**src/rtl/mem_ctrl_pkg.sv**
```systemverilog
// mem_ctrl_pkg: shared defines for the memory controller slice.
// Holds reset/stall encodings, bus widths, the FSM state type, the
// in-flight transfer record and byte-lane helpers.
package mem_ctrl_pkg;

    localparam logic RstEnable = 1'b1;
    localparam logic Stop      = 1'b1;
    localparam logic NoStop    = 1'b0;

    localparam int ADDR_W = 32;
    localparam int DATA_W = 32;
    localparam int RAM_W  = 8;

    typedef enum logic [1:0] {
        IDLE   = 2'd0,
        IF_RD  = 2'd1,
        MEM_RD = 2'd2,
        MEM_WR = 2'd3
    } state_e;

    // One in-flight transfer: base address, byte count, edge counter and
    // a sticky flag set when the fetch requester abandons the fetch.
    typedef struct packed {
        logic [ADDR_W-1:0] base;
        logic [2:0]        len;
        logic [2:0]        cnt;
        logic              flush;
    } xfer_t;

    function automatic logic [RAM_W-1:0] get_byte(input logic [DATA_W-1:0] w,
                                                  input logic [1:0] idx);
        return w[{idx, 3'b000} +: RAM_W];
    endfunction

    function automatic logic [DATA_W-1:0] put_byte(input logic [DATA_W-1:0] w,
                                                   input logic [1:0] idx,
                                                   input logic [RAM_W-1:0] b);
        logic [DATA_W-1:0] r;
        r = w;
        r[{idx, 3'b000} +: RAM_W] = b;
        return r;
    endfunction

endpackage

```
**src/rtl/mem_ctrl_if.sv**
```systemverilog
// mem_ctrl_if: fetch, data-access and byte-RAM bus bundle.
// slave = controller side, master = pipeline/RAM side.
interface mem_ctrl_if;
    import mem_ctrl_pkg::*;

    logic              if_req;
    logic [ADDR_W-1:0] if_addr;
    logic              if_done;
    logic [DATA_W-1:0] if_data;
    logic              mem_req;
    logic              mem_we;
    logic [2:0]        mem_len;
    logic [ADDR_W-1:0] mem_addr;
    logic [DATA_W-1:0] mem_wdata;
    logic              mem_done;
    logic [DATA_W-1:0] mem_rdata;
    logic [RAM_W-1:0]  ram_din;
    logic [RAM_W-1:0]  ram_dout;
    logic [ADDR_W-1:0] ram_a;
    logic              ram_wr;
    logic              stallreq_from_if;
    logic              stallreq_from_mem;

    modport slave (
        input  if_req, if_addr, mem_req, mem_we, mem_len, mem_addr, mem_wdata, ram_din,
        output if_done, if_data, mem_done, mem_rdata, ram_dout, ram_a, ram_wr,
               stallreq_from_if, stallreq_from_mem
    );

    modport master (
        output if_req, if_addr, mem_req, mem_we, mem_len, mem_addr, mem_wdata, ram_din,
        input  if_done, if_data, mem_done, mem_rdata, ram_dout, ram_a, ram_wr,
               stallreq_from_if, stallreq_from_mem
    );

endinterface

```
**src/rtl/mem_ctrl_icache.sv**
```systemverilog
// icache: direct-mapped one-word-per-line instruction cache (used only
// when ICACHE_EN is defined). Addresses arrive as word addresses.
module icache
    import mem_ctrl_pkg::*;
#(
    parameter int ENTRIES = 64,
    parameter int IDX_W   = $clog2(ENTRIES)
) (
    input  logic              clk_in,
    input  logic              rst_in,
    input  logic              rdy_in,
    input  logic [ADDR_W-3:0] rd_waddr,
    output logic              hit,
    output logic [DATA_W-1:0] hit_data,
    input  logic              fill_en,
    input  logic [ADDR_W-3:0] fill_waddr,
    input  logic [DATA_W-1:0] fill_data,
    input  logic              inv_en,
    input  logic [IDX_W-1:0]  inv_idx
);
    localparam int TAG_W = ADDR_W - 2 - IDX_W;

    logic [ENTRIES-1:0]             valid;
    logic [ENTRIES-1:0][TAG_W-1:0]  tags;
    logic [ENTRIES-1:0][DATA_W-1:0] data;

    logic [IDX_W-1:0] rd_idx, fill_idx;
    assign rd_idx   = rd_waddr[IDX_W-1:0];
    assign fill_idx = fill_waddr[IDX_W-1:0];

    assign hit      = valid[rd_idx] && (tags[rd_idx] == rd_waddr[ADDR_W-3:IDX_W]);
    assign hit_data = data[rd_idx];

    // Line fill on completed fetch, invalidate on store; only valids reset.
    always_ff @(posedge clk_in) begin
        if (rst_in == RstEnable) begin
            valid <= '0;
        end else if (rdy_in) begin
            if (fill_en) begin
                valid[fill_idx] <= 1'b1;
                tags[fill_idx]  <= fill_waddr[ADDR_W-3:IDX_W];
                data[fill_idx]  <= fill_data;
            end
            if (inv_en) valid[inv_idx] <= 1'b0;
        end
    end

endmodule

```
**src/rtl/mem_ctrl.sv**
```systemverilog
// mem_ctrl: arbitrates IF fetches and MEM loads/stores onto a byte-wide
// RAM port, one byte per cycle, and raises stall requests until done.
// Optional I-cache: define ICACHE_EN.
module mem_ctrl
    import mem_ctrl_pkg::*;
#(
    parameter int ICACHE_ENTRIES = 64
) (
    input  logic       clk_in,
    input  logic       rst_in,
    input  logic       rdy_in,
    mem_ctrl_if.slave  bus
);
    state_e            state, state_n;
    xfer_t             xf;
    logic              acc_if, acc_mr, acc_mw, hit_go, fin;
    logic              if_done_q, mem_done_q, wr_q, rdy_q;
    logic [DATA_W-1:0] if_data_q, mem_rdata_q, rd_word;
    logic [ADDR_W-1:0] ram_a_q;
    logic [RAM_W-1:0]  dout_q, din_hold, rd_byte;
    logic [2:0]        cnt_inc;
    logic [1:0]        rd_idx;
    logic              ic_hit;
    logic [DATA_W-1:0] ic_data;

    assign cnt_inc = xf.cnt + 3'd1;
    assign rd_idx  = xf.cnt[1:0] - 2'd1;
    // After a freeze the RAM byte has moved on to the held address, so the
    // byte seen just before the freeze is replayed on the resume edge.
    assign rd_byte = rdy_q ? bus.ram_din : din_hold;
    assign rd_word = put_byte((state == IF_RD) ? if_data_q : mem_rdata_q, rd_idx, rd_byte);

    assign bus.if_done           = if_done_q;
    assign bus.if_data           = if_data_q;
    assign bus.mem_done          = mem_done_q;
    assign bus.mem_rdata         = mem_rdata_q;
    assign bus.ram_a             = ram_a_q;
    assign bus.ram_dout          = dout_q;
    assign bus.ram_wr            = wr_q & rdy_in;
    assign bus.stallreq_from_if  = (bus.if_req & ~if_done_q) ? Stop : NoStop;
    assign bus.stallreq_from_mem = (bus.mem_req & ~mem_done_q) ? Stop : NoStop;

    // State register; frozen while rdy_in is low.
    always_ff @(posedge clk_in) begin
        if (rst_in == RstEnable) state <= IDLE;
        else if (rdy_in)         state <= state_n;
    end

    // Arbitration (MEM wins at acceptance) and completion detection.
    always_comb begin
        state_n = state;
        acc_if  = 1'b0;
        acc_mr  = 1'b0;
        acc_mw  = 1'b0;
        hit_go  = 1'b0;
        fin     = 1'b0;
        case (state)
            IDLE: begin
                if (bus.mem_req) begin
                    state_n = bus.mem_we ? MEM_WR : MEM_RD;
                    acc_mr  = ~bus.mem_we;
                    acc_mw  = bus.mem_we;
                end else if (bus.if_req) begin
                    if (ic_hit) begin
                        hit_go = 1'b1;
                    end else begin
                        state_n = IF_RD;
                        acc_if  = 1'b1;
                    end
                end
            end
            // Reads finish one edge after the last byte address (RAM latency).
            IF_RD, MEM_RD: begin
                if (xf.cnt == xf.len) begin
                    fin     = 1'b1;
                    state_n = IDLE;
                end
            end
            MEM_WR: begin
                if (cnt_inc == xf.len) begin
                    fin     = 1'b1;
                    state_n = IDLE;
                end
            end
            default: state_n = IDLE;
        endcase
    end

    // Byte sequencing: address/data issue, read assembly and done pulses.
    always_ff @(posedge clk_in) begin
        if (rst_in == RstEnable) begin
            xf          <= '0;
            ram_a_q     <= '0;
            dout_q      <= '0;
            wr_q        <= 1'b0;
            if_done_q   <= 1'b0;
            mem_done_q  <= 1'b0;
            if_data_q   <= '0;
            mem_rdata_q <= '0;
        end else if (rdy_in) begin
            if_done_q  <= 1'b0;
            mem_done_q <= 1'b0;
            if (acc_if | acc_mr | acc_mw) begin
                xf.base  <= acc_if ? bus.if_addr : bus.mem_addr;
                xf.len   <= acc_if ? 3'd4 : bus.mem_len;
                xf.cnt   <= 3'd0;
                xf.flush <= 1'b0;
                ram_a_q  <= acc_if ? bus.if_addr : bus.mem_addr;
                if (acc_if) if_data_q   <= '0;
                if (acc_mr) mem_rdata_q <= '0;
                if (acc_mw) begin
                    dout_q <= get_byte(bus.mem_wdata, 2'd0);
                    wr_q   <= 1'b1;
                end
            end
            if (hit_go) begin
                if_done_q <= 1'b1;
                if_data_q <= ic_data;
            end
            case (state)
                IF_RD, MEM_RD: begin
                    xf.cnt <= cnt_inc;
                    if (cnt_inc < xf.len) ram_a_q <= xf.base + ADDR_W'(cnt_inc);
                    if (xf.cnt != 3'd0) begin
                        if (state == IF_RD) if_data_q   <= rd_word;
                        else                mem_rdata_q <= rd_word;
                    end
                    if (state == IF_RD && !bus.if_req) xf.flush <= 1'b1;
                    if (fin) begin
                        if (state == IF_RD) if_done_q  <= bus.if_req & ~xf.flush;
                        else                mem_done_q <= 1'b1;
                    end
                end
                MEM_WR: begin
                    xf.cnt <= cnt_inc;
                    if (fin) begin
                        wr_q       <= 1'b0;
                        mem_done_q <= 1'b1;
                    end else begin
                        ram_a_q <= xf.base + ADDR_W'(cnt_inc);
                        dout_q  <= get_byte(bus.mem_wdata, cnt_inc[1:0]);
                    end
                end
                default: ;
            endcase
        end
    end

    // Tracks rdy_in and keeps the last RAM byte seen before a freeze.
    always_ff @(posedge clk_in) begin
        if (rst_in == RstEnable) begin
            rdy_q    <= 1'b0;
            din_hold <= '0;
        end else begin
            rdy_q <= rdy_in;
            if (rdy_q) din_hold <= bus.ram_din;
        end
    end

`ifdef ICACHE_EN
    localparam int IC_IDX_W = $clog2(ICACHE_ENTRIES);

    icache #(.ENTRIES(ICACHE_ENTRIES), .IDX_W(IC_IDX_W)) u_icache (
        .clk_in     (clk_in),
        .rst_in     (rst_in),
        .rdy_in     (rdy_in),
        .rd_waddr   (bus.if_addr[ADDR_W-1:2]),
        .hit        (ic_hit),
        .hit_data   (ic_data),
        .fill_en    (fin && (state == IF_RD)),
        .fill_waddr (xf.base[ADDR_W-1:2]),
        .fill_data  (rd_word),
        .inv_en     (acc_mw),
        .inv_idx    (bus.mem_addr[IC_IDX_W+1:2])
    );
`else
    assign ic_hit  = 1'b0;
    assign ic_data = '0;

    generate
        if ((ICACHE_ENTRIES & (ICACHE_ENTRIES - 1)) != 0) begin : g_bad_entries
            $error("ICACHE_ENTRIES must be a power of two");
        end
    endgenerate
`endif

endmodule
```
**src/flat_wrapper.sv**
```systemverilog
// flat-port wrapper written by rule: the top's interface ports become plain ports
module mem_ctrl_flat import mem_ctrl_pkg::*;
#(
    parameter int ICACHE_ENTRIES = 64
)
  (clk_in, rst_in, rdy_in, bus_if_req, bus_if_addr, bus_mem_req, bus_mem_we, bus_mem_len, bus_mem_addr, bus_mem_wdata, bus_ram_din, bus_if_done, bus_if_data, bus_mem_done, bus_mem_rdata, bus_ram_dout, bus_ram_a, bus_ram_wr, bus_stallreq_from_if, bus_stallreq_from_mem);
  mem_ctrl_if bus_i ();
  input  logic clk_in;
  input  logic rst_in;
  input  logic rdy_in;
  input wire logic [$bits(bus_i.if_req)-1:0] bus_if_req;
  input wire logic [$bits(bus_i.if_addr)-1:0] bus_if_addr;
  input wire logic [$bits(bus_i.mem_req)-1:0] bus_mem_req;
  input wire logic [$bits(bus_i.mem_we)-1:0] bus_mem_we;
  input wire logic [$bits(bus_i.mem_len)-1:0] bus_mem_len;
  input wire logic [$bits(bus_i.mem_addr)-1:0] bus_mem_addr;
  input wire logic [$bits(bus_i.mem_wdata)-1:0] bus_mem_wdata;
  input wire logic [$bits(bus_i.ram_din)-1:0] bus_ram_din;
  output wire logic [$bits(bus_i.if_done)-1:0] bus_if_done;
  output wire logic [$bits(bus_i.if_data)-1:0] bus_if_data;
  output wire logic [$bits(bus_i.mem_done)-1:0] bus_mem_done;
  output wire logic [$bits(bus_i.mem_rdata)-1:0] bus_mem_rdata;
  output wire logic [$bits(bus_i.ram_dout)-1:0] bus_ram_dout;
  output wire logic [$bits(bus_i.ram_a)-1:0] bus_ram_a;
  output wire logic [$bits(bus_i.ram_wr)-1:0] bus_ram_wr;
  output wire logic [$bits(bus_i.stallreq_from_if)-1:0] bus_stallreq_from_if;
  output wire logic [$bits(bus_i.stallreq_from_mem)-1:0] bus_stallreq_from_mem;
  assign bus_i.if_req = bus_if_req;
  assign bus_i.if_addr = bus_if_addr;
  assign bus_i.mem_req = bus_mem_req;
  assign bus_i.mem_we = bus_mem_we;
  assign bus_i.mem_len = bus_mem_len;
  assign bus_i.mem_addr = bus_mem_addr;
  assign bus_i.mem_wdata = bus_mem_wdata;
  assign bus_i.ram_din = bus_ram_din;
  assign bus_if_done = bus_i.if_done;
  assign bus_if_data = bus_i.if_data;
  assign bus_mem_done = bus_i.mem_done;
  assign bus_mem_rdata = bus_i.mem_rdata;
  assign bus_ram_dout = bus_i.ram_dout;
  assign bus_ram_a = bus_i.ram_a;
  assign bus_ram_wr = bus_i.ram_wr;
  assign bus_stallreq_from_if = bus_i.stallreq_from_if;
  assign bus_stallreq_from_mem = bus_i.stallreq_from_mem;
  mem_ctrl #(.ICACHE_ENTRIES(ICACHE_ENTRIES)) u_core (.clk_in(clk_in), .rst_in(rst_in), .rdy_in(rdy_in), .bus(bus_i));
endmodule
```
**config.mk**
```make
export PLATFORM = sky130hd
export DESIGN_NAME = mem_ctrl_flat
export DESIGN_NICKNAME = d
export VERILOG_FILES = /design/src/rtl/mem_ctrl_pkg.sv /design/src/rtl/mem_ctrl_if.sv /design/src/rtl/mem_ctrl_icache.sv /design/src/rtl/mem_ctrl.sv /design/src/flat_wrapper.sv
export SDC_FILE = /design/constraint.sdc
export NUM_CORES = 1
export LEC_CHECK = 0
export ABC_AREA = 1
export BUFFER_PORTS_ARGS = -buffer_cell sky130_fd_sc_hd__buf_2
export CELL_PAD_IN_SITES_DETAIL_PLACEMENT = 0
export CELL_PAD_IN_SITES_GLOBAL_PLACEMENT = 1
export CORE_ASPECT_RATIO = 1.4
export CORE_MARGIN = 2
export CORE_UTILIZATION = 40
export CTS_CLUSTER_SIZE = 20
export DETAILED_ROUTE_END_ITERATION = 8
export GPL_TIMING_DRIVEN = 0
export PLACE_DENSITY_LB_ADDON = 0.1
export SLEW_MARGIN = 0
export SYNTH_ARGS = -nofsm -noshare
export SYNTH_HDL_FRONTEND = slang
export SYNTH_HIERARCHICAL = 1
export SYNTH_SLANG_ARGS = --single-unit
```
**constraint.sdc**
```tcl
create_clock -name clk_in -period 6.3 [get_ports clk_in]
set_input_delay 0.315 -clock clk_in [delete_from_list [all_inputs] [get_ports clk_in]]
set_output_delay 0.315 -clock clk_in [all_outputs]
set_load 0.1 [all_outputs]
```
* Yosys cells after proc, flatten, opt, wreduce, memory -nomap -nowiden
Index checks and enable logic that the tools add are counted.
** Storage, ports and cells
- Register bits :: 157
- Word-level logic and storage cells :: 106
- Bits of input ports :: 113
** Cells by class
- Reductions and logical operators :: 10
- Equal/unequal tests :: 8
- Muxes and demuxes :: 56
- Order comparisons :: 1
- Bitwise gates (word level) :: 10
- Shift operators :: 3
- Add/sub/neg operators :: 4
** Operator list (count)
- $mux W32 :: 15
- $pmux W32 S2 :: 1
- $mux W8 :: 5
- $add A32 B3 Y32 :: 1
- $bwmux W32 :: 1
- $shift A8 B7 Y32 const A :: 1
- $shiftx A32 B6 Y8 :: 1
- $shiftx A8 B7 Y32 :: 1
- $mux W1 :: 24
- $mux W2 :: 4
- $neg A5 Y7 :: 1
- $eq A3 B3 Y1 :: 2
- $mux W3 :: 2
- $pmux W2 S3 :: 1
- $and A1 B1 Y1 :: 4
- $eq A2 B2 Y1 const B :: 2
- $mux W4 :: 1
- $ne A2 B1 Y1 const B :: 2
- $not A1 Y1 :: 4
- $pmux W1 S2 :: 2
- $reduce_and A2 Y1 :: 2
- $reduce_and A4 Y1 :: 1
- $add A3 B1 Y3 const B :: 1
- $lt A3 B3 Y1 :: 1
- other kinds (11) :: 12

* Depth between registers and ports, before layout
Gate-level depths: netlist of run 1.
- Depth in word-level cells :: 9
- Gate-level depth with buffers :: 14

* Least setup slack after synthesis of run 1
OpenSTA, ideal clock, no wires.
- Path type :: flip-flop to flip-flop
- Start point :: register u_core/xf[1] (netlist name)
- End point :: register u_core.ram_a_q[18], in the netlist u_core/bus.ram_a[18]
- Buffers on the path :: 1
- Path slack :: 3.774 ns
- Clock period less this slack :: 2.526 ns
- Cell stages (with the launch flop) :: 13
- Setup time :: 0.071 ns
- Required time :: 6.229 ns
- Data arrival time :: 2.455 ns
- Path through :: dfxtp_1 > buf_4 > inv_4 > ha_1 > inv_1 > fa_1 > o21ai_1 > nand2_1 > nor2_2 > nand2_1 > xnor2_1 > nand3_1 > a21oi_1
** Between the ends
- Cells in the longest elaborated chain, start to end :: 6
** RTL lines
- from (decl) :: line mem_ctrl.sv:15 : xfer_t xf;
- parallel branches: the longest is 5 deep, another holds $add A32 B3 Y32
- $pmux W32 S2 * :: line mem_ctrl.sv:120 : case (state)
- to (signal assigned) :: line mem_ctrl.sv:108 : ram_a_q <= acc_if ? bus.if_addr : bus.mem_addr;
- to (signal assigned) :: line mem_ctrl.sv:123 : if (cnt_inc < xf.len) ram_a_q <= xf.base + ADDR_W'(cnt_inc);
- to (signal assigned) :: line mem_ctrl.sv:140 : ram_a_q <= xf.base + ADDR_W'(cnt_inc);
- to (decl) :: line mem_ctrl.sv:19 : logic [ADDR_W-1:0] ram_a_q;
Mark *: on every way between the ends.
A chain may end at the register's enable or synchronous reset.

* Worst setup path in the final report of run 1
Ends and elaborated chain as after synthesis.

==> metrics.md, run 1 <==
| Metric | Value |
|---|---|
| Max rail drop VDD | 0.000204 V |
| Die W | 131 um |
| WL final | 34500 um |
| Seq pwr share | 0.294 |
| Via Count | 10211 |
| Max Cap Viol | 0 |
| Status | finished clean |
| Synth Area per Inst | 6.47 um2 |
| Comb pwr share | 0.454 |
| Vias/cell | 5.22 |
| Max-slew headroom | 0.353 |
| DRT iter0 DRCs | 694 |
| Dpl hpwl | 26600 um |
| Final min period | 3430 ps |
| Psw | 1.90 mW |
| Layout Skew | 12.9 ps |
| Period utilisation layout | 0.545 |
| Share of synthesized registers carrying an async set or reset | 0 |
| Final cell count without fillers | 1957 |
| Crit path DAT | 3790 ps |
| Post-CTS Setup Inserts | 0 |
| Post-synth top area share | 0.346 |
| First-pass GRT wire length | 52700 um |
| Core Region | 22400 um2 |
| CTS tree | yes |
| Hold Buf Count CTS | 0 |
| Chip height | 182 um |
| Final GP Congestion | 0.941 |
| Global Route Usage Sum | 0.283 |
| Top_reg_cell synth | dfxtp_1 |
| Int Power | 2.18 mW |
| Port Buffers | 220 |
| Residual DRC | 0 |
| Pwr dens | 367 nW/um2 |
| Synth cell types | 46 |
| Grt total ovfl | 0 |
| Area delta synth->final | 22.6% |
| Final setup fails | 0 |
| Worst Tran Pin Value | 961 ps |
| FILL cells | 2500 |
| Clock power share | 0.252 |
| Hold crit path type | in2reg |
| Number of CTS-inserted buffers | 17 |
| CP required | 6660 ps |
| Cell taking the most area after synthesis | dfxtp_1 |
| Crit path max fanout | 12 |
| Pre-antenna DRT Iters | 5 |
| Nets | 1771 |
| Worst Setup Start Kind | register |
| Top-count cell post-synth | nand2_1 |
| Post-synthesis instance area | 9080 um2 |
| Crit path capture | u_core/bus.ram_a[18]$_SDFFE_PP0P_ |
| Antenna-violating nets left | 0 |
| Switch share | 0.466 |
| Clk buf depth | 2 |
| Synth area leaders | dfxtp_1 35%, nand2_1 18%, a21oi_1 9.0% |
| Largest net degree at the start of global routing | 17 |
| Reg2reg start | u_core/xf[1]$_SDFFE_PP0P_ |
| Ant diodes | 0 |
| Setup TNS | 0 ps |
| Fmax | 291 MHz |
| Count of flip-flops with a built-in enable after synthesis | 0 |
| Clock tree sinks | 157 |
| Share of layout cells above drive strength 1 | 0.194 |
| Final Hold Viols | 0 |
| CTS Root Cell | clkbuf_16 |
| Syn Nets | 1532 |
| Worst-skew pair later-pin latency | 430 ps |
| Total power | 4.08 mW |
| Lkg Pwr | 5.15 nW |
| Worst setup path start | u_core/xf[1]$_SDFFE_PP0P_ |
| FF+latch count, synth | 157 |
| Vias in the first global route | 9584 |
| End of the worst register-to-register path | u_core/bus.ram_a[18]$_SDFFE_PP0P_ |
| Max Slew Vio Count | 0 |
| Post-synthesis cell count | 1404 |
| Yosys warns | 6 |
| Initial antenna violation count | 0 |
| Crit end category | register |
| Drt wl/cell | 17.6 um |
| Type of the worst setup path | reg2reg |
| Worst R2R Setup Slack | 2870 ps |
| Total Die Area | 23900 um2 |
| Synth top cells by count | 433 x nand2_1, 163 x a21oi_1, 157 x dfxtp_1, 117 x nor2_1, 102 x inv_1 |
| H-tree level count | 4 |
| I/O Pins | 222 |
| Cell Rows | 65 |
| Post-cts sizing count | 0 |
| Seq/Total Area, Yosys | 0.346 |
| Placed insts | 1925 |
| Starting Density | 0.405 |
| Reg2reg path depth | 12 |
| Clk pin slew, worst setup/hold paths | 70 ps |
| Unrepaired setup endpoints after global routing | false |
## layout make-up
cell class | count | area, um2 | area share
sequential | 157 | 3140 | 0.282
tap | 301 | 377 | 0.0338
buffer | 79 | 395 | 0.0355
timing repair buffer | 220 | 1100 | 0.0989
multi-input combinational | 1057 | 5120 | 0.460
inverter | 111 | 419 | 0.0376
clock buffer | 21 | 470 | 0.0423
clock inverter | 11 | 106 | 0.00955
## logic make-up (layout without fill, tap and decap cells)
| group | Yosys count | after routing | share of synthesized area |
|---|---|---|---|
| fa+ha+maj | 15 | 15 | 0.0215 |
| flops | 157 | 157 | 0.346 |
| simple gates | 660 | 660 | 0.298 |
| buf+inv | 190 | 442 | 0.0897 |
| xor+xnor | 20 | 20 | 0.0193 |
| compound gates | 353 | 353 | 0.216 |
| mux | 9 | 9 | 0.00992 |
## worst max-delay path: stages (launching register included)
cell	delay (ps)
dfxtp_1	420
buf_4	220
inv_4	110
ha_1	520
inv_1	240
fa_1	480
o21ai_1	210
nand2_1	230
nor2_2	420
nand2_1	120
xnor2_1	160
nand3_1	90
a21oi_1	150
## cells in the final DEF (no fill, tap or decap), drive strengths merged, types with 9 or more instances in the layout
cell type    n
dfxtp      157
clkbuf      59
a31oi       18
xnor2       11
o21ai      107
a21oi      163
mux2i        9
buf        261
o32ai       15
nand3       76
inv        114
xor2         9
ha          14
nand2      441
o22ai       25
nor2       121
## how the worst min path moves through the flow
| stage | start | to | slack, ps | cells after the start |
|---|---|---|---|---|
| after floorplan | bus_if_req | u_core/xf[0]$_SDFFE_PP0P_ | 420 | 1 |
| after global placement | u_core/bus.mem_rdata[4]$_SDFFE_PP0P_ | u_core/bus.mem_rdata[4]$_SDFFE_PP0P_ | 460 | 2 |
| after detailed placement | u_core/bus.mem_rdata[0]$_SDFFE_PP0P_ | u_core/bus.mem_rdata[0]$_SDFFE_PP0P_ | 470 | 2 |
| after CTS | bus_if_req | u_core/xf[0]$_SDFFE_PP0P_ | 130 | 2 |
| after global routing | bus_if_req | u_core/xf[0]$_SDFFE_PP0P_ | 140 | 2 |
| final | bus_if_req | u_core/xf[0]$_SDFFE_PP0P_ | 150 | 2 |
## per-stage QoR
| step | util | hold slack, ps | cell area [um2] | setup slack [ps] |
|---|---|---|---|---|
| 2_1_floorplan | - | 418 | 9080 | 3770 |
| 3_3_place_gp | 0.470 | 463 | 10600 | 2920 |
| 3_5_place_dp | 0.470 | 467 | 10600 | 2900 |
| 4_1_cts | 0.496 | 133 | 11100 | 2860 |
| 5_1_grt | 0.496 | 142 | 11100 | 2660 |
| 6_report | 0.496 | 145 | 11100 | 2870 |
## state kept, by name, indices dropped and copies added, names as in the netlist
name                  cells
u_core/xf                39
u_core/bus.if_data       32
u_core/bus.mem_rdata     32
u_core/bus.ram_a         32
u_core/bus.ram_dout       8
u_core/din_hold           8
u_core/state              2
u_core/bus.if_done        1
u_core/bus.mem_done       1
u_core/rdy_q              1
u_core/wr_q               1
## layer usage
| metal | wire [um] | part of all wire | global-route usage |
|---|---|---|---|
| met5 | 0 | 0 | 0 |
| met4 | 1350 | 0.039 | 0.130 |
| met3 | 1380 | 0.040 | 0.0361 |
| met1 | 13400 | 0.39 | 0.306 |
| met2 | 18300 | 0.53 | 0.543 |
## power groups by stage
stage,Sequential (mW),Combinational (mW),Clock [mW]
floorplan,1.50,1.05,0
global placement,1.22,1.83,0
detailed placement,1.22,1.84,0
CTS,1.20,1.84,1.05
global route,1.21,2.01,1.08
finish,1.20,1.85,1.03
Note: power is estimated with default switching activity, not from simulation.
==> inputs of run 2 (changes only) <==
CORE_UTILIZATION = 37   (was 40)
clock period = 3.45 ns   (was 6.3 ns; I/O delays follow)
==> metrics.md, run 2 (synthesized netlist as in run 1, its figures left out) <==
| Metric | Value |
|---|---|
| Status | finished clean |
| Vias/cell | 5.11 (-2.1%) |
| Max Cap Viol | 0 (unchanged) |
| Largest Register | u_core/xf |
| H-tree level count | 4 (unchanged) |
| Core Region | 24100 um2 (+7.2%) |
| WL final | 35500 um (+2.9%) |
| Drt wl/cell | 18.0 um (+1.9%) |
| I/O Pins | 222 (unchanged) |
| Lkg Pwr | 5.23 nW (+1.5%) |
| Antenna-violating nets left | 0 (unchanged) |
| Crit end category | register |
| Pre-antenna DRT Iters | 5 (unchanged) |
| Max rail drop VDD | 0.000386 V (+90%) |
| CTS Root Cell | clkbuf_16 |
| Clock tree sinks | 157 (unchanged) |
| Initial antenna violation count | 0 (unchanged) |
| Final Hold Viols | 0 (unchanged) |
| Type of the worst setup path | reg2reg |
| DRT iter0 DRCs | 626 (-9.8%) |
| Max Slew Vio Count | 0 (unchanged) |
| Grt total ovfl | 0 (unchanged) |
| Commonest cells after routing, fill and taps aside | 433 x nand2_1, 242 x buf_2, 163 x a21oi_1 |
| Clk buf depth | 2 (unchanged) |
| Area delta synth->final | 24.6% |
| Cell Rows | 67 (+3.1%) |
| CTS tree | yes |
| Crit path max fanout | 12 (unchanged) |
| Most common cell after layout, fill and taps aside | nand2_1 |
| Worst Tran Pin Value | 1140 ps (+179 ps) |
| Die W | 136 um (+3.9%) |
| Ant diodes | 0 (unchanged) |
| Worst Hold Slack | 19.0 ps (-126 ps) |
| CP required | 3810 ps (-2850 ps) |
| Hold crit path type | in2reg |
| Layout Skew | 10.6 ps (-2.21 ps) |
| Max reg flops | 39 (unchanged) |
| Fmax | 315 MHz (+8.3%) |
| Vias in the first global route | 9649 (+0.68%) |
| Global Route Usage Sum | 0.274 (-0.00905) |
| Number of CTS-inserted buffers | 17 (unchanged) |
| Crit path DAT | 3530 ps (-260 ps) |
| Worst-skew pair later-pin latency | 440 ps (about the same) |
| Final GP Congestion | 0.957 (+1.7%) |
| Port Buffers | 220 (unchanged) |
| Share of layout cells above drive strength 1 | 0.194 (-0.000567) |
| Starting Density | 0.377 (-0.0271) |
| Final min period | 3170 ps (-262 ps) |
| Final setup fails | 0 (unchanged) |
| First-pass GRT wire length | 53700 um (+1.9%) |
| Period utilisation layout | 0.919 (+0.374) |
| Nets | 1781 (+0.56%) |
| Max-slew headroom | 0.232 (-0.121) |
| Largest net degree at the start of global routing | 17 (unchanged) |
| Util after Layout | 0.470 (-0.0257) |
| Total Die Area | 25800 um2 (+7.9%) |
| Pwr dens | 678 nW/um2 (+85%) |
| Unrepaired setup endpoints after global routing | false |
| Residual DRC | 0 (unchanged) |
| Post-CTS Setup Inserts | 0 (unchanged) |
| Via Count | 10089 (-1.2%) |
| Chip height | 189 um (+3.9%) |
| Worst Setup Start Kind | register |
| Dpl hpwl | 27400 um (+3.1%) |
| Clk pin slew, worst setup/hold paths | 70 ps (about the same) |
| Setup TNS | 0 ps (unchanged) |
## run 2: cell type report
cell class / instances / area (um2)
Tap cell: 310 / 388
Timing Repair Buffer: 230 / 1200
Fill cell: 2635 / 12700
Sequential cell: 157 / 3140
Multi-Input combinational cell: 1057 / 5130
Buffer: 79 / 395
Clock buffer: 20 / 457
Clock inverter: 12 / 184
Inverter: 111 / 419
## run 2: path summary, 6_finish.rpt
check | startpoint | to | slack [ps] | cells past startpoint
max | u_core/xf[1]$_SDFFE_PP0P_ | u_core/bus.ram_a[30]$_SDFFE_PP0P_ | 280 | 14
min | bus_if_addr[20] | u_core/xf[27]$_SDFFE_PP0P_ | 20 | 3
max reg2reg | u_core/xf[1]$_SDFFE_PP0P_ | u_core/bus.ram_a[30]$_SDFFE_PP0P_ | 280 | 14
min reg2reg | u_core/bus.mem_rdata[9]$_SDFFE_PP0P_ | u_core/bus.mem_rdata[9]$_SDFFE_PP0P_ | 480 | 2
## run 2: power breakdown
| group | switching [mW] | leakage [nW] | total (mW) | internal [mW] |
|---|---|---|---|---|
| Sequential | 0.179 | 1.28 | 2.19 | 2.01 |
| Clock | 0.812 | 0.307 | 2.07 | 1.26 |
| Combinational | 2.48 | 3.64 | 3.42 | 0.935 |
## run 2: metrics by stage
step | worst slack (ps) | power, mW | cell area (um2) | std cells
floorplan | 924 | 4.66 | 9080 | 1404
global placement | 72.0 | 5.59 | 10600 | 1934
detailed placement | 46.2 | 5.60 | 10600 | 1934
CTS | 18.9 | 7.70 | 11300 | 1976
global route | 86.9 | 8.09 | 11300 | 1976
finish | 280 | 7.67 | 11300 | 1976
## run 2: critical path: stages, from the launching register on
cell	delay [ps]
dfxtp_1	430
buf_4	220
inv_4	100
ha_2	460
inv_1	170
fa_1	460
o21ai_1	190
nand2_1	250
nor2_1	320
nand2_1	80
nand2_1	60
nand2_1	50
inv_1	50
nand3_1	70
a21oi_1	170
## run 2: repair_timing
item,CTS,global route
gates resized for setup,0,2
setup endpoints to repair,0,5
hold buffers,10,0
endpoints found under the hold margin,6,0
## run 2: metal layers
metal,vias up,track usage,wire length [um]
met2,274,0.512,18800
met4,0,0.134,1610
met1,4623,0.298,13700
met5,-,0,0
met3,68,0.0340,1380
li1,5124,-,-
